[config.mk]
export PLATFORM = sky130hd
export DESIGN_NAME = mcycle_ctrl_flat
export DESIGN_NICKNAME = d
export VERILOG_FILES = /design/src/rtl/scpu_pkg.sv /design/src/rtl/mcycle_ctrl_if.sv /design/src/rtl/alu_op_dec.sv /design/src/rtl/mcycle_ctrl.sv /design/src/flat_wrapper.sv
export SDC_FILE = /design/constraint.sdc
export NUM_CORES = 1
export LEC_CHECK = 0
export CAP_MARGIN = 15
export CORE_ASPECT_RATIO = 0.75
export CORE_MARGIN = 2
export CORE_UTILIZATION = 37
export DETAILED_ROUTE_END_ITERATION = 6
export MAX_ROUTING_LAYER = met4
export PLACE_DENSITY = 0.74
export SYNTH_ARGS = -nofsm -noshare
export SYNTH_HDL_FRONTEND = slang
export SYNTH_SLANG_ARGS = --single-unit
[constraint.sdc]
create_clock -name clk -period 2.2 [get_ports clk]
set_clock_uncertainty 0.1 [all_clocks]
set_input_delay 0.55 -clock clk [delete_from_list [all_inputs] [get_ports clk]]
set_output_delay 0.55 -clock clk [all_outputs]
set_load 0.01 [all_outputs]
[src/rtl/scpu_pkg.sv]
// Shared SCPU definitions: opcodes, ALU operation codes, control FSM states
// and write-back source select codes.
package scpu_pkg;

    localparam logic [6:0] OP_R      = 7'b0110011;
    localparam logic [6:0] OP_I      = 7'b0010011;
    localparam logic [6:0] OP_LOAD   = 7'b0000011;
    localparam logic [6:0] OP_STORE  = 7'b0100011;
    localparam logic [6:0] OP_BRANCH = 7'b1100011;
    localparam logic [6:0] OP_LUI    = 7'b0110111;
    localparam logic [6:0] OP_JAL    = 7'b1101111;

    localparam logic [3:0] ALU_ADD  = 4'b0000;
    localparam logic [3:0] ALU_SLL  = 4'b0001;
    localparam logic [3:0] ALU_SLT  = 4'b0010;
    localparam logic [3:0] ALU_SLTU = 4'b0011;
    localparam logic [3:0] ALU_XOR  = 4'b0100;
    localparam logic [3:0] ALU_SRL  = 4'b0101;
    localparam logic [3:0] ALU_OR   = 4'b0110;
    localparam logic [3:0] ALU_AND  = 4'b0111;
    localparam logic [3:0] ALU_SUB  = 4'b1000;
    localparam logic [3:0] ALU_SRA  = 4'b1101;

    localparam logic [1:0] WB_ALU  = 2'b00;
    localparam logic [1:0] WB_LOAD = 2'b01;
    localparam logic [1:0] WB_PC4  = 2'b10;

    typedef enum logic [2:0] {
        S_FETCH, S_DECODE, S_EXEC, S_MEM, S_WB, S_HALT
    } state_t;

    function automatic logic op_legal(input logic [6:0] op);
        return (op == OP_R) || (op == OP_I) || (op == OP_LOAD) || (op == OP_STORE) ||
               (op == OP_BRANCH) || (op == OP_LUI) || (op == OP_JAL);
    endfunction

endpackage

[src/rtl/mcycle_ctrl_if.sv]
// Instruction/data memory handshake between the control FSM and the memories.
interface mcycle_ctrl_if;
    logic imem_req;
    logic imem_rdata_vld;
    logic dmem_req;
    logic dmem_we;
    logic dmem_ready;

    modport master (output imem_req, dmem_req, dmem_we,
                    input  imem_rdata_vld, dmem_ready);
    modport slave  (input  imem_req, dmem_req, dmem_we,
                    output imem_rdata_vld, dmem_ready);
endinterface

[src/rtl/alu_op_dec.sv]
// Combinational instruction -> ALU operation decode. inst[30] selects the
// alternate op only where the ISA defines one (sub, sra, srai).
module alu_op_dec
    import scpu_pkg::*;
(
    input  logic [31:0] inst,
    output logic [3:0]  alu_op
);
    logic [6:0] w_opcode;
    logic [2:0] w_funct3;
    logic       w_b30;
    logic       w_unused_bits;

    assign w_opcode      = inst[6:0];
    assign w_funct3      = inst[14:12];
    assign w_b30         = inst[30];
    assign w_unused_bits = ^{inst[31], inst[29:15], inst[11:7]};

    always_comb begin
        alu_op = ALU_ADD;
        case (w_opcode)
            OP_R:      alu_op = (w_funct3 == 3'b000 || w_funct3 == 3'b101) ?
                                {w_b30, w_funct3} : {1'b0, w_funct3};
            // I-type immediates overlap bit 30, so only the shift keeps it
            OP_I:      alu_op = (w_funct3 == 3'b101) ? {w_b30, 3'b101} : {1'b0, w_funct3};
            OP_BRANCH: alu_op = ALU_SUB;
            default:   alu_op = ALU_ADD;
        endcase
    end
endmodule

[src/rtl/mcycle_ctrl.sv]
// Multi-cycle SCPU control: FETCH -> DECODE -> EXEC -> [MEM] -> [WB], one
// instruction at a time, with stall-tolerant memory handshakes.
module mcycle_ctrl
    import scpu_pkg::*;
#(
    parameter logic [31:0] RESET_PC = 32'h0000_0000
) (
    input  logic               clk,
    input  logic               rst,
    mcycle_ctrl_if.master      mem,
    input  logic [31:0]        inst,
    input  logic               alu_zero,
    input  logic               cmp_lt,
    input  logic               cmp_ltu,
    output logic               ir_we,
    output logic               pc_we,
    output logic               rf_we,
    output logic               pc_sel,
    output logic               alu_src_b,
    output logic [1:0]         wb_sel,
    output logic [3:0]         alu_op,
    output logic [31:0]        pc_rst_val,
    output logic               halted,
    output logic [31:0]        instret
);
    state_t      r_state, w_next;
    logic [31:0] r_instret;
    logic [3:0]  w_dec_op;
    logic [6:0]  w_opcode;
    logic [2:0]  w_funct3;
    logic        w_is_load, w_is_store, w_is_branch, w_is_jal;
    logic        w_br_taken, w_br_bad, w_retire;

    alu_op_dec u_alu_op_dec (.inst(inst), .alu_op(w_dec_op));

    assign w_opcode    = inst[6:0];
    assign w_funct3    = inst[14:12];
    assign w_is_load   = (w_opcode == OP_LOAD);
    assign w_is_store  = (w_opcode == OP_STORE);
    assign w_is_branch = (w_opcode == OP_BRANCH);
    assign w_is_jal    = (w_opcode == OP_JAL);
    assign w_br_bad    = (w_funct3 == 3'b010) || (w_funct3 == 3'b011);

    always_comb begin
        w_br_taken = 1'b0;
        case (w_funct3)
            3'b000:  w_br_taken = alu_zero;
            3'b001:  w_br_taken = !alu_zero;
            3'b100:  w_br_taken = cmp_lt;
            3'b101:  w_br_taken = !cmp_lt;
            3'b110:  w_br_taken = cmp_ltu;
            3'b111:  w_br_taken = !cmp_ltu;
            default: w_br_taken = 1'b0;
        endcase
    end

    always_ff @(posedge clk) begin
        if (rst) begin
            r_state   <= S_FETCH;
            r_instret <= '0;
        end else begin
            r_state <= w_next;
            if (w_retire) r_instret <= r_instret + 32'd1;
        end
    end

    always_comb begin
        w_next   = r_state;
        w_retire = 1'b0;
        case (r_state)
            S_FETCH:  if (mem.imem_rdata_vld) w_next = S_DECODE;
            S_DECODE: w_next = op_legal(w_opcode) ? S_EXEC : S_HALT;
            S_EXEC: begin
                if (w_is_branch) begin
                    if (w_br_bad) w_next = S_HALT;
                    else begin
                        w_next   = S_FETCH;
                        w_retire = 1'b1;
                    end
                end else if (w_is_load || w_is_store) w_next = S_MEM;
                else                                  w_next = S_WB;
            end
            S_MEM: begin
                if (mem.dmem_ready) begin
                    w_next   = w_is_store ? S_FETCH : S_WB;
                    w_retire = w_is_store;
                end
            end
            S_WB: begin
                w_next   = S_FETCH;
                w_retire = 1'b1;
            end
            S_HALT:  w_next = S_HALT;
            default: w_next = S_FETCH;
        endcase
    end

    always_comb begin
        mem.imem_req = 1'b0;
        mem.dmem_req = 1'b0;
        mem.dmem_we  = 1'b0;
        ir_we        = 1'b0;
        pc_we        = 1'b0;
        rf_we        = 1'b0;
        pc_sel       = 1'b0;
        alu_src_b    = 1'b0;
        wb_sel       = WB_ALU;
        alu_op       = ALU_ADD;
        halted       = 1'b0;
        case (r_state)
            S_FETCH: begin
                // held-reset cycles must not start a fetch
                if (!rst) begin
                    mem.imem_req = 1'b1;
                    if (mem.imem_rdata_vld) begin
                        ir_we = 1'b1;
                        pc_we = 1'b1;
                    end
                end
            end
            S_DECODE: alu_op = w_dec_op;
            S_EXEC: begin
                alu_op    = w_dec_op;
                alu_src_b = w_is_load || w_is_store;
                if ((w_is_branch && !w_br_bad && w_br_taken) || w_is_jal) begin
                    pc_we  = 1'b1;
                    pc_sel = 1'b1;
                end
            end
            S_MEM: begin
                mem.dmem_req = 1'b1;
                mem.dmem_we  = w_is_store;
            end
            S_WB: begin
                rf_we  = 1'b1;
                wb_sel = w_is_load ? WB_LOAD : (w_is_jal ? WB_PC4 : WB_ALU);
            end
            S_HALT:  halted = 1'b1;
            default: ;
        endcase
    end

    assign instret    = r_instret;
    assign pc_rst_val = RESET_PC;
endmodule

[src/flat_wrapper.sv]
// flat-port wrapper written by rule: the top's interface ports become plain ports
module mcycle_ctrl_flat import scpu_pkg::*;
#(
    parameter logic [31:0] RESET_PC = 32'h0000_0000
)
  (clk, rst, inst, alu_zero, cmp_lt, cmp_ltu, ir_we, pc_we, rf_we, pc_sel, alu_src_b, wb_sel, alu_op, pc_rst_val, halted, instret, mem_imem_req, mem_dmem_req, mem_dmem_we, mem_imem_rdata_vld, mem_dmem_ready);
  mcycle_ctrl_if mem_i ();
  input  logic clk;
  input  logic rst;
  input  logic [31:0] inst;
  input  logic alu_zero;
  input  logic cmp_lt;
  input  logic cmp_ltu;
  output logic ir_we;
  output logic pc_we;
  output logic rf_we;
  output logic pc_sel;
  output logic alu_src_b;
  output logic [1:0] wb_sel;
  output logic [3:0] alu_op;
  output logic [31:0] pc_rst_val;
  output logic halted;
  output logic [31:0] instret;
  output wire logic [$bits(mem_i.imem_req)-1:0] mem_imem_req;
  output wire logic [$bits(mem_i.dmem_req)-1:0] mem_dmem_req;
  output wire logic [$bits(mem_i.dmem_we)-1:0] mem_dmem_we;
  input wire logic [$bits(mem_i.imem_rdata_vld)-1:0] mem_imem_rdata_vld;
  input wire logic [$bits(mem_i.dmem_ready)-1:0] mem_dmem_ready;
  assign mem_imem_req = mem_i.imem_req;
  assign mem_dmem_req = mem_i.dmem_req;
  assign mem_dmem_we = mem_i.dmem_we;
  assign mem_i.imem_rdata_vld = mem_imem_rdata_vld;
  assign mem_i.dmem_ready = mem_dmem_ready;
  mcycle_ctrl #(.RESET_PC(RESET_PC)) u_core (.clk(clk), .rst(rst), .mem(mem_i), .inst(inst), .alu_zero(alu_zero), .cmp_lt(cmp_lt), .cmp_ltu(cmp_ltu), .ir_we(ir_we), .pc_we(pc_we), .rf_we(rf_we), .pc_sel(pc_sel), .alu_src_b(alu_src_b), .wb_sel(wb_sel), .alu_op(alu_op), .pc_rst_val(pc_rst_val), .halted(halted), .instret(instret));
endmodule
---- Word-level counts from Yosys, hierarchy flattened ----
Index checks and enable logic that the tools add are counted.
cells by class
  $mul .................................... 0
  div/mod/pow operators ................... 0
  equal/unequal tests ..................... 21
  shifts and indexed selects .............. 0
  reduce and logical (&&, ||, !) cells .... 20
  mux-type cells .......................... 33
  add/subtract/negate cells ............... 1
  bitwise logic cells ..................... 0
  order comparisons ....................... 0
operator list
  kind                   count
  $add 32x1->32 const B  1
  $eq 7x6->1 const B     3
  $mux 3                 7
  $eq 3x3->1 const B     6
  $mux 1                 15
  $pmux 3 s5             1
  $eq 7x7->1 const B     2
  $eq 3x2->1 const B     4
  $mux 4                 3
  $pmux 4 s3             1
  $logic_or 1x1->1       10
  $eq 7x2->1 const B     1
  $eq 7x5->1 const B     1
  $eq 3x1->1 const B     2
  $logic_not 3->1        2
  $mux 2                 3
  $pmux 1 s6             1
  $logic_not 1->1        4
  $ne 2x2->1 const B     2
  $pmux 1 s3             1
  $logic_and 1x1->1      2
  $pmux 1 s2             1
  $reduce_and 2->1       1
  $reduce_or 2->1        1
word-level totals
  memory bits (read-only) ................. 0
  RAM bits ................................ 0
  memories kept ........................... 0
  bits in registers ....................... 35
  output and inout bits ................... 79
  latch bits .............................. 0

---- Logic depth before layout (Yosys ltp) ----
Gate-level depths: netlist of the first run.
  depth in word-level cells ............... 9
  depth in mapped cells ................... 9
  gate-level depth less buffers ........... 6

---- Cells and area by module ----
A second synthesis of the first run with hierarchy kept.
unflattened totals
  cells, all modules ...................... 306
  area total of the unflattened synthesis .. 2381.0 µm²
modules (own cells, without submodules)
  module       area each (µm²)  cells an instance  sequential area each (µm²)  instances
  mcycle_ctrl  2296.0           293                700.7                       1
  alu_op_dec   85.1             13                 0.0                         1

---- Worst setup path after synthesis of the first run ----
OpenSTA, ideal clock, no wires.
  kind .................................... input -> output
  from .................................... in inst[2]
  to ...................................... out wb_sel[0]
  arrival time ............................ 1.610 ns
  path buffers ............................ 0
  path slack .............................. -0.060 ns
  stages on the path ...................... 3
  cells stage by stage .................... and4bb_1 or3b_2 nor3_1
on the way
  longest elaborated chain between the ends .. 3
ends and longest elaborated chain
  element             RTL line            text
  start: declaration  flat_wrapper.sv:10  input logic [31:0] inst;
  $eq 7x2->1          mcycle_ctrl.sv:38   assign w_is_load = (w_opcode == OP_LOAD);
  $mux 2              mcycle_ctrl.sv:136  wb_sel = w_is_load ? WB_LOAD : (w_is_jal ? WB_PC4 : WB_ALU);
  $mux 2              mcycle_ctrl.sv:110  case (r_state)
  end: declaration    flat_wrapper.sv:19  output logic [1:0] wb_sel;
Every way passes these cells.

---- Final worst setup path of the first run ----
  from .................................... in inst[3]
  to ...................................... out alu_op[3]
on the way
  longest elaborated chain between the ends .. 3
  elaborated cells on any way between the ends .. 5
ends and longest elaborated chain
  element                             RTL line            text
  $eq 7x7->1 (tied with other cells)  alu_op_dec.sv:21    case (w_opcode)
  $pmux 4 s3 *                        alu_op_dec.sv:21
  $mux 4 *                            mcycle_ctrl.sv:110
  end: declaration                    flat_wrapper.sv:20  output logic [3:0] alu_op;
Mark *: on every way between the ends. The rest lies on a longest branch, timed or not.

==> results of run 1 <==
[worst max path at each step]
stage,from,end,depth (start not counted)
6_report,inst[3],alu_op[3],7
5_1_grt,inst[4],u_core.instret[4],12
4_1_cts,inst[4],u_core.instret[7],11
3_5_place_dp,inst[2],alu_src_b,5
3_3_place_gp,inst[14],pc_we,7
2_1_floorplan,inst[2],alu_src_b,3
[stage by stage]
step | util, % | cell area [µm²] | hold slack, ns | worst slack, ns
2_1_floorplan | - | 2504 | 0.3959 | 0.008989
6_report | 62.96 | 3939 | 0.3927 | -0.1424
4_1_cts | 60.74 | 3800 | 0.3895 | -0.1780
3_5_place_dp | 52.08 | 3258 | 0.3744 | -0.8988
5_1_grt | 62.96 | 3939 | 0.4169 | -0.2114
3_3_place_gp | 52.08 | 3258 | 0.3625 | -0.8647
[cell families after synthesis]
kind of cell | synth area share, %
adders and majority gates | 0.5265
other | 0.1578
buffers and inverters | 13.95
and+or+nand+nor | 32.86
muxes | 0.8426
AOI/OAI and AO/OA | 20.70
DFF | 29.49
xor gates and xnor gates | 1.475
[repair_timing]
item / 4_1_cts / 5_1_grt
buffers inserted: 9 / 5
pin swaps: 77 / 24
endpoints found under the setup margin: 49 / 43
gates resized for setup: 139 / 25
gates cloned: 6 / 1
[per-layer routing]
metal	wire (µm)	vias up	global-route usage, %	share of wire (%)
li1	-	1286	-	-
met1	3278	1288	26.39	41
met2	3968	112	39.43	50
met3	469	17	4.615	5.9
met4	187	0	9.233	2.4
met5	0	-	-	0
[power groups by stage]
stage | clock, mW | combinational [mW] | sequential [mW]
2_1_floorplan | 0 | 0.344 | 0.685
3_3_place_gp | 0 | 0.545 | 0.706
3_5_place_dp | 0 | 0.555 | 0.707
4_1_cts | 0.616 | 0.845 | 0.700
5_1_grt | 0.646 | 0.944 | 0.704
6_report | 0.618 | 0.886 | 0.701
[worst min-delay path: cells and delay by family (launching register included)]
family	cells	cell delay [ns]
flip-flops	1	0.33
AO/OA/AOI/OAI	2	0.12
[cell usage after synthesis, types with 4 or more instances]
library cell and number:
dfxtp_1 35, a21oi_1 33, buf_4 33, nand2_1 17, o21ai_0 17, o31ai_1 17
or4_1 17, nand3_1 15, nor2_1 14, or3_1 14, clkbuf_1 10, and2_1 7
and3_1 6, nand4_1 5, and4_1 4, buf_2 4, nor3_1 4
[placed cells by master (no fill, tap or decap), types with 3 or more instances in the layout]
| cell | n |
|---|---|
| a21oi_1 | 26 |
| buf_6 | 11 |
| nor3_2 | 3 |
| o21ai_0 | 14 |
| a21oi_2 | 7 |
| dlygate4sd2_1 | 8 |
| xor2_1 | 3 |
| nand4_1 | 5 |
| clkdlybuf4s50_1 | 35 |
| o31ai_2 | 5 |
| nand3_1 | 15 |
| or3_1 | 13 |
| inv_1 | 3 |
| buf_4 | 43 |
| o21bai_1 | 3 |
| clkdlybuf4s15_1 | 3 |
| o21ai_2 | 3 |
| or3_4 | 3 |
| or4_1 | 11 |
| conb_1 | 32 |
| and3_1 | 6 |
| and2_1 | 7 |
| o31ai_4 | 10 |
| nor2_1 | 13 |
| buf_12 | 4 |
| nand2b_1 | 3 |
| or4_4 | 6 |
| nand2_1 | 17 |
| buf_16 | 6 |
| dfxtp_1 | 31 |
| buf_2 | 12 |
| and4_1 | 3 |
| clkbuf_8 | 6 |
[cell type report]
cell class                      count  area [µm²]  area share (%)
Clock inverter                      2       35.03          0.8895
Multi-Input combinational cell    243        1743           44.25
Sequential cell                    35       710.7           18.04
Timing Repair Buffer              125        1255           31.86
Inverter                            3       11.26          0.2859
Clock buffer                        6       82.58           2.097
Tap cell                           81       101.3           2.573
[sequential cells by signal, indices dropped and copies added (netlist names)]
signal	cells
u_core.r_state	3
u_core.instret	32
==> results_dict.tcl, run 1 <==
set metrics [dict create \
    hold_viol_final 0 \
    via_per_inst 5.461 \
    netlist_area_um2 2376 \
    slowest_stage "and4bb_1" \
    reg2reg_slack_ns -0.04 \
    dp_hpwl_um 4821 \
    post-route-drc-count 0 \
    yosysSeqAreaShare_pct 29.49 \
    fp.dieH_um 73.40 \
    max_freq_mhz 426.9 \
    cp-end-kind "primary output" \
    initial_core_util_pct 37.98 \
    ys_warn_count 0 \
    p_leak_nw 1.514 \
    nets 453 \
    nFillCells 498 \
    first_global_vias 2596 \
    drt-total-wl_um 7903 \
    cts_buffer_depth 2 \
    yosys.cell_types.count 50 \
    clk_latency_ns 0.30 \
    stdcell_count 495 \
    synthCells 299 \
    cts_buffers 5 \
    post-synth-top-area-fraction_pct 29.49 \
    fin_crit_sh_pct 106.5 \
    drive_gt1_share_pct 34.78 \
    intPower_mw 1.513 \
    seqPwrFrac_pct 31.8 \
    drv_slew 0 \
    htreeDepth 2 \
    grt_antenna_before_repair 0 \
    powerDensity_nw_per_um2 559.7 \
    ant_nets 0 \
    grt_max_degree 37 \
    synthTopCellsByArea "dfxtp_1 29%, buf_4 10%, a21oi_1 7.0%" \
    worstPathArrival_ns 1.69 \
    crit_chain "buf_6 > and4bb_1 > buf_6 > nand3b_1 > nor4b_2 > o21a_1 > buf_2" \
    cts_tree "yes" \
    ys_ff_latch 35 \
    timing.rr.end "u_core.instret[26]" \
    r2r_cells 5 \
    vias 2703 \
    p_sw_share_pct 31.36 \
    yosys.area.top_type "dfxtp_1" \
    die_x_um 96.53 \
    ios 118 \
    cp.required_ns 1.55 \
    wl_per_cell_um 15.97 \
    hp-start "u_core.instret[31]" \
    synthFlopType "dfxtp_1" \
    rsz0062_at_grt "true" \
    start_kind "input port" \
    place_inst 467 \
    clk_pin_slew_ns 0.08 \
    cts-root-buf "clkbuf_8" \
    whs_path_depth 2 \
    drt-initial-drc-count 196 \
    grtUsageTotal_pct 23.00 \
    n_antenna_cell 0 \
    path_class "input port to primary output" \
    p_total_mw 2.205 \
    async_reset_ff_share_pct 0 \
    worst-path-buf-inv 3 \
    setup_viol 37 \
    gp_congestion 0.8117 \
    synth_edf_count 0 \
    area_growth_pct 65.77 \
    drv_cap 0 \
    path_max_fanout 2 \
    min_to "u_core.instret[31]" \
    hold_path.class "register to register" \
    max_stage_delay_ns 0.29 \
    layout_min_cycle_time_ns 2.342 \
    finalWorstSetupSlack_ns -0.1424 \
    clockPowerShare_pct 28.0 \
    violations "setup timing" \
    firstDrtPassIters 4 \
    r2r_start "u_core.instret[8]" \
    status "finished with violations" \
    core_area_um2 6256 \
    grt-ovfl-total 0 \
    peakVddDrop_v 0.0004128 \
    tns_ns -1.683 \
    cts_hold_buf 0 \
    grt_pass1_wl_um 12290 \
    dieArea_um2 7085 \
    cts_sinks 35 \
    cpMostUsedCell "buf_6" \
    port_buffers 64 \
    power_frac_comb_pct 40.2 \
    cpLargestDelayFamily "simple AND/OR/NAND/NOR gates" \
    rows 25 \
    syn_area_per_cell_um2 7.947 \
    switchingPower_mw 0.6913 \
]
Note: power is estimated with default switching activity, not from simulation.
==> run 2: changes to the inputs <==
- GPL_ROUTABILITY_DRIVEN: unset -> 0
- SETUP_SLACK_MARGIN: unset -> 0.4
==> run 2 against run 1 <==
  * The run still ends with setup timing left
  * Non-clock buffer count rose by 10
  * First-iteration DRC count down 34%
  * Routed wire length increased by 4.2%
  * Combinational power increased by 31%
  * Worst setup slack improved by 0.023 ns
  * Hold slack lost 0.0017 ns
  * Count of clock-buffer cells in the layout stayed put
  * Sequential power hardly changed
  * Maximum frequency is 1.0% higher
==> results_dict.tcl, run 2 (synthesized netlist as in run 1, its figures left out) <==
set metrics [dict create \
    drv_slew 0 \
    place_inst 463 \
    finalWorstSetupSlack_ns -0.1193 \
    cts_tree "yes" \
    rsz0062_at_grt "true" \
    firstDrtPassIters 4 \
    status "finished with violations" \
    via_per_inst 5.375 \
    ant_nets 0 \
    hold_path.class "register to register" \
    drt-initial-drc-count 129 \
    rows 25 \
    violations "setup timing" \
    grt_antenna_before_repair 0 \
    drive_gt1_share_pct 43.50 \
    nFillCells 479 \
    n_antenna_cell 0 \
    final_common_cell "buf_6" \
    cp-end-kind "register" \
    grt-ovfl-total 0 \
    initial_core_util_pct 37.98 \
    grt_pass1_wl_um 12360 \
    post-route-drc-count 0 \
    path_max_fanout 5 \
    busiest_layer "met2" \
    cts_buffers 5 \
    regArea_um2 739.5 \
    p_leak_nw 1.744 \
    cts_hold_buf 0 \
    clk_latency_ns 0.29 \
    stdcell_count 504 \
    placed_area_um2 3299 \
    grtUsageMet2_pct 39.35 \
    seqPwrFrac_pct 29.9 \
    intPower_mw 1.576 \
    start_kind "input port" \
    final_cell_mix "37 x buf_6, 35 x buf_4, 33 x dlygate4sd2_1" \
    htreeDepth 2 \
    drv_cap 0 \
    die_x_um 96.53 \
    cp.required_ns 2.33 \
    multiInputGateArea_um2 1718 \
    ios 118 \
    vias 2709 \
    drt-total-wl_um 8231 \
    peakVddDrop_v 0.0003658 \
    wl_per_cell_um 16.33 \
    grtUsageTotal_pct 23.06 \
    tns_ns -2.549 \
    core_area_um2 6256 \
    max_stage_delay_ns 0.41 \
    cts-root-buf "clkbuf_8" \
    worstPathArrival_ns 2.45 \
    final_area_um2 4073 \
    fin_crit_sh_pct 105.4 \
    reg2reg_slack_ns 0.05 \
    nets 463 \
    path_class "input port to register" \
    area_growth_pct 71.41 \
    clockPowerShare_pct 20.7 \
    hold_viol_final 0 \
    first_global_vias 2490 \
    crit_chain "buf_6 > and4bb_1 > buf_4 > buf_6 > and4_4 > buf_6 > a221oi_4 > buf_12 > buf_12 > buf_16 > buf_8 > o31ai_4 > a21oi_2" \
    cpMostUsedCell "buf_6" \
    grt_max_degree 37 \
    dieArea_um2 7085 \
    layout_min_cycle_time_ns 2.319 \
    power_frac_comb_pct 49.5 \
    cts_sinks 35 \
    cts_buffer_depth 2 \
    max_freq_mhz 431.2 \
    dp_hpwl_um 4862 \
    setup_viol 38 \
    p_total_mw 2.340 \
    port_buffers 64 \
    holdWs_ns 0.3910 \
    switchingPower_mw 0.7648 \
    slowest_stage "a221oi_4" \
    met3_usage_pct 3.590 \
    powerDensity_nw_per_um2 574.6 \
    fp.dieH_um 73.40 \
    grt_use_met1_pct 28.96 \
    largest_reg_flops 32 \
    clk_pin_slew_ns 0.07 \
    p_sw_share_pct 32.68 \
]
## run 2: through the flow
step	utilization (%)	setup WS, ns
after global placement	52.74	-0.8273
after global routing	65.10	-0.1903
after CTS	62.08	-0.1743
after detailed placement	52.74	-0.9031
final	65.10	-0.1193
after floorplan	-	0.1092
## run 2: worst paths after layout
| kind | from | endpoint | depth (start not counted) |
|---|---|---|---|
| max | inst[1] | u_core.instret[24] | 13 |
| min | u_core.instret[13] | u_core.instret[13] | 2 |
| max reg2reg | u_core.r_state[2] | u_core.instret[3] | 9 |
| min reg2reg | u_core.instret[13] | u_core.instret[13] | 2 |
## run 2: what timing repair did
| action | 4_1_cts | 5_1_grt |
|---|---|---|
| cloned | 7 | 0 |
| gates resized for setup | 207 | 42 |
| setup endpoints to repair | 82 | 51 |
| pin swaps | 53 | 30 |
| setup buffers | 20 | 7 |
## run 2: layout make-up
class	instances	area share, %
Tap cell	81	2.488
Multi-Input combinational cell	243	42.18
Clock inverter	1	0.1229
Inverter	3	0.4301
Sequential cell	35	18.16
Timing Repair Buffer	135	34.59
Clock buffer	6	2.028
## run 2: critical path, delay by kind of cell
| kind | cells | cell delay [ns] |
|---|---|---|
| and+or+nand+nor | 2 | 0.36 |
| AOI/OAI and AO/OA | 3 | 0.59 |
| buffers and inverters | 8 | 0.94 |
## run 2: per-layer routing
layer	vias to the layer above	wire, µm
met1	1308	3480
li1	1310	-
met5	-	0
met3	7	379
met4	0	74
met2	84	4297
## run 2: power by group through the flow
stage               registers [mW]  logic (mW)  clock network [mW]
floorplan                    0.686       0.399                   0
detailed placement           0.710       0.567                   0
global route                 0.704        1.22               0.519
global placement             0.711       0.556                   0
CTS                          0.700        1.01               0.486
finish                       0.699        1.16               0.484
==> run 3: changes to the inputs <==
- CORE_MARGIN: 2 -> unset
==> run 3 against run 2 <==
  * The flow still finishes with violations (setup timing)
  * Count of clock-buffer cells in the layout unchanged
  * Routed wire length up 8.2%
  * First-iteration DRC count grew 47%
  * Via count rose by 4.5%
  * Worst setup slack got worse by 0.10 ns
  * Core utilization is 4.2 points higher
  * Critical path type is now input port to primary output
==> results_dict.tcl, run 3 (synthesized netlist as in run 1, its figures left out) <==
set metrics [dict create \
    peakVddDrop_v 0.0002965 \
    core_area_um2 6006 \
    drt-total-wl_um 8906 \
    powerDensity_nw_per_um2 552.1 \
    nets 464 \
    final_common_cell "buf_6" \
    max_freq_mhz 412.5 \
    cts_buffers 5 \
    dp_hpwl_um 4811 \
    initial_core_util_pct 39.56 \
    clockPowerShare_pct 21.0 \
    cp-end-kind "primary output" \
    htreeDepth 2 \
    finalWorstSetupSlack_ns -0.2240 \
    vias 2832 \
    path_class "input port to primary output" \
    drt-initial-drc-count 190 \
    ios 118 \
    drv_slew 0 \
    seqPwrFrac_pct 30.1 \
    r2r_cells 5 \
    grt_antenna_before_repair 0 \
    grt_pass1_wl_um 12600 \
    cts-root-buf "clkbuf_8" \
    p_leak_nw 1.754 \
    post-place-ws_ns -0.8607 \
    power_frac_comb_pct 48.9 \
    hold_viol_final 0 \
    cts_tree "yes" \
    clk_pin_slew_ns 0.08 \
    via_per_inst 5.630 \
    grtUsageTotal_pct 24.27 \
    violations "setup timing" \
    cp.required_ns 1.55 \
    die_x_um 94.53 \
    port_buffers 64 \
    drv_cap 0 \
    clk_latency_ns 0.30 \
    drive_gt1_share_pct 47.29 \
    n_antenna_cell 0 \
    cts_sinks 35 \
    status "finished with violations" \
    grt_max_degree 37 \
    grt-ovfl-total 0 \
    post-route-drc-count 0 \
    tns_ns -5.160 \
    nFillCells 449 \
    rows 24 \
    setup_viol 40 \
    layout_min_cycle_time_ns 2.424 \
    switchingPower_mw 0.7972 \
    fp.dieH_um 71.40 \
    dieArea_um2 6749 \
    worstPathArrival_ns 1.77 \
    first_global_vias 2577 \
    fin_crit_sh_pct 110.2 \
    path_max_fanout 2 \
    wl_per_cell_um 17.71 \
    hold_path.class "register to register" \
    firstDrtPassIters 5 \
    p_sw_share_pct 34.71 \
    area_growth_pct 75.09 \
    cts_buffer_depth 2 \
    final_cell_mix "46 x buf_6, 34 x dlygate4sd2_1, 32 x conb_1" \
    ant_nets 0 \
    start_kind "input port" \
    whs_path_depth 2 \
    intPower_mw 1.500 \
    rsz0062_at_grt "true" \
    largest_reg_flops 32 \
]
==> run 3: final cells by class <==
class / count / area, µm² / area share, %
multi-input cells: 243 / 1823 / 43.82
well taps: 78 / 97.59 / 2.346
clock inverters: 2 / 12.51 / 0.3008
flip-flops and latches: 35 / 737.0 / 17.71
clock buffers: 6 / 72.57 / 1.744
inverters: 3 / 13.76 / 0.3308
repair buffers: 136 / 1404 / 33.74
==> run 3: stage by stage <==
step	power (mW)	hold slack (ns)	util [%]	cells	cell area (µm²)
finish	2.297	0.3939	69.27	503	4160
global route	2.380	0.4150	69.27	503	4160
CTS	2.199	0.3846	64.96	496	3901
detailed placement	1.310	0.3827	55.13	462	3311
global placement	1.303	0.3734	55.13	462	3311
floorplan	1.085	0.3901	-	330	2606
==> run 3: per-layer routing <==
layer  track usage, %  routed length (µm)  up-vias  share of wire, %
met5                -                   0        -                 0
met2            41.38                4605      124                52
met1            30.48                3711     1374                42
met3            3.291                 408       17               4.6
met4            5.724                 180        0               2.0
li1                 -                   -     1317                 -
==> run 3: repair_timing <==
item | 4_1_cts | 5_1_grt
gates resized for setup | 225 | 48
setup endpoints to repair | 82 | 51
buffers inserted | 20 | 7
hold buffers | 0 | 0
pin swaps | 53 | 33
cloned | 6 | 0
==> run 3: worst paths after layout <==
kind | startpoint | endpoint | slack (ns)
max | inst[3] | alu_op[3] | -0.22
min | u_core.instret[29] | u_core.instret[29] | 0.39
max reg2reg | u_core.instret[10] | u_core.instret[28] | 0.02
min reg2reg | u_core.instret[29] | u_core.instret[29] | 0.39
==> run 3: power groups by stage <==
stage               Sequential [mW]  Clock, mW  Combinational, mW
finish                        0.691      0.482               1.12
CTS                           0.690      0.481               1.03
global route                  0.695      0.506               1.18
floorplan                     0.686          0              0.399
detailed placement            0.704          0              0.606
global placement              0.704          0              0.599
==> run 3: critical path: stages <==
cell and delay (ns):
buf_6 0.09, and4bb_1 0.29, nand3b_1 0.14, buf_4 0.17, nor4b_4 0.22, o21a_1 0.17
buf_2 0.14
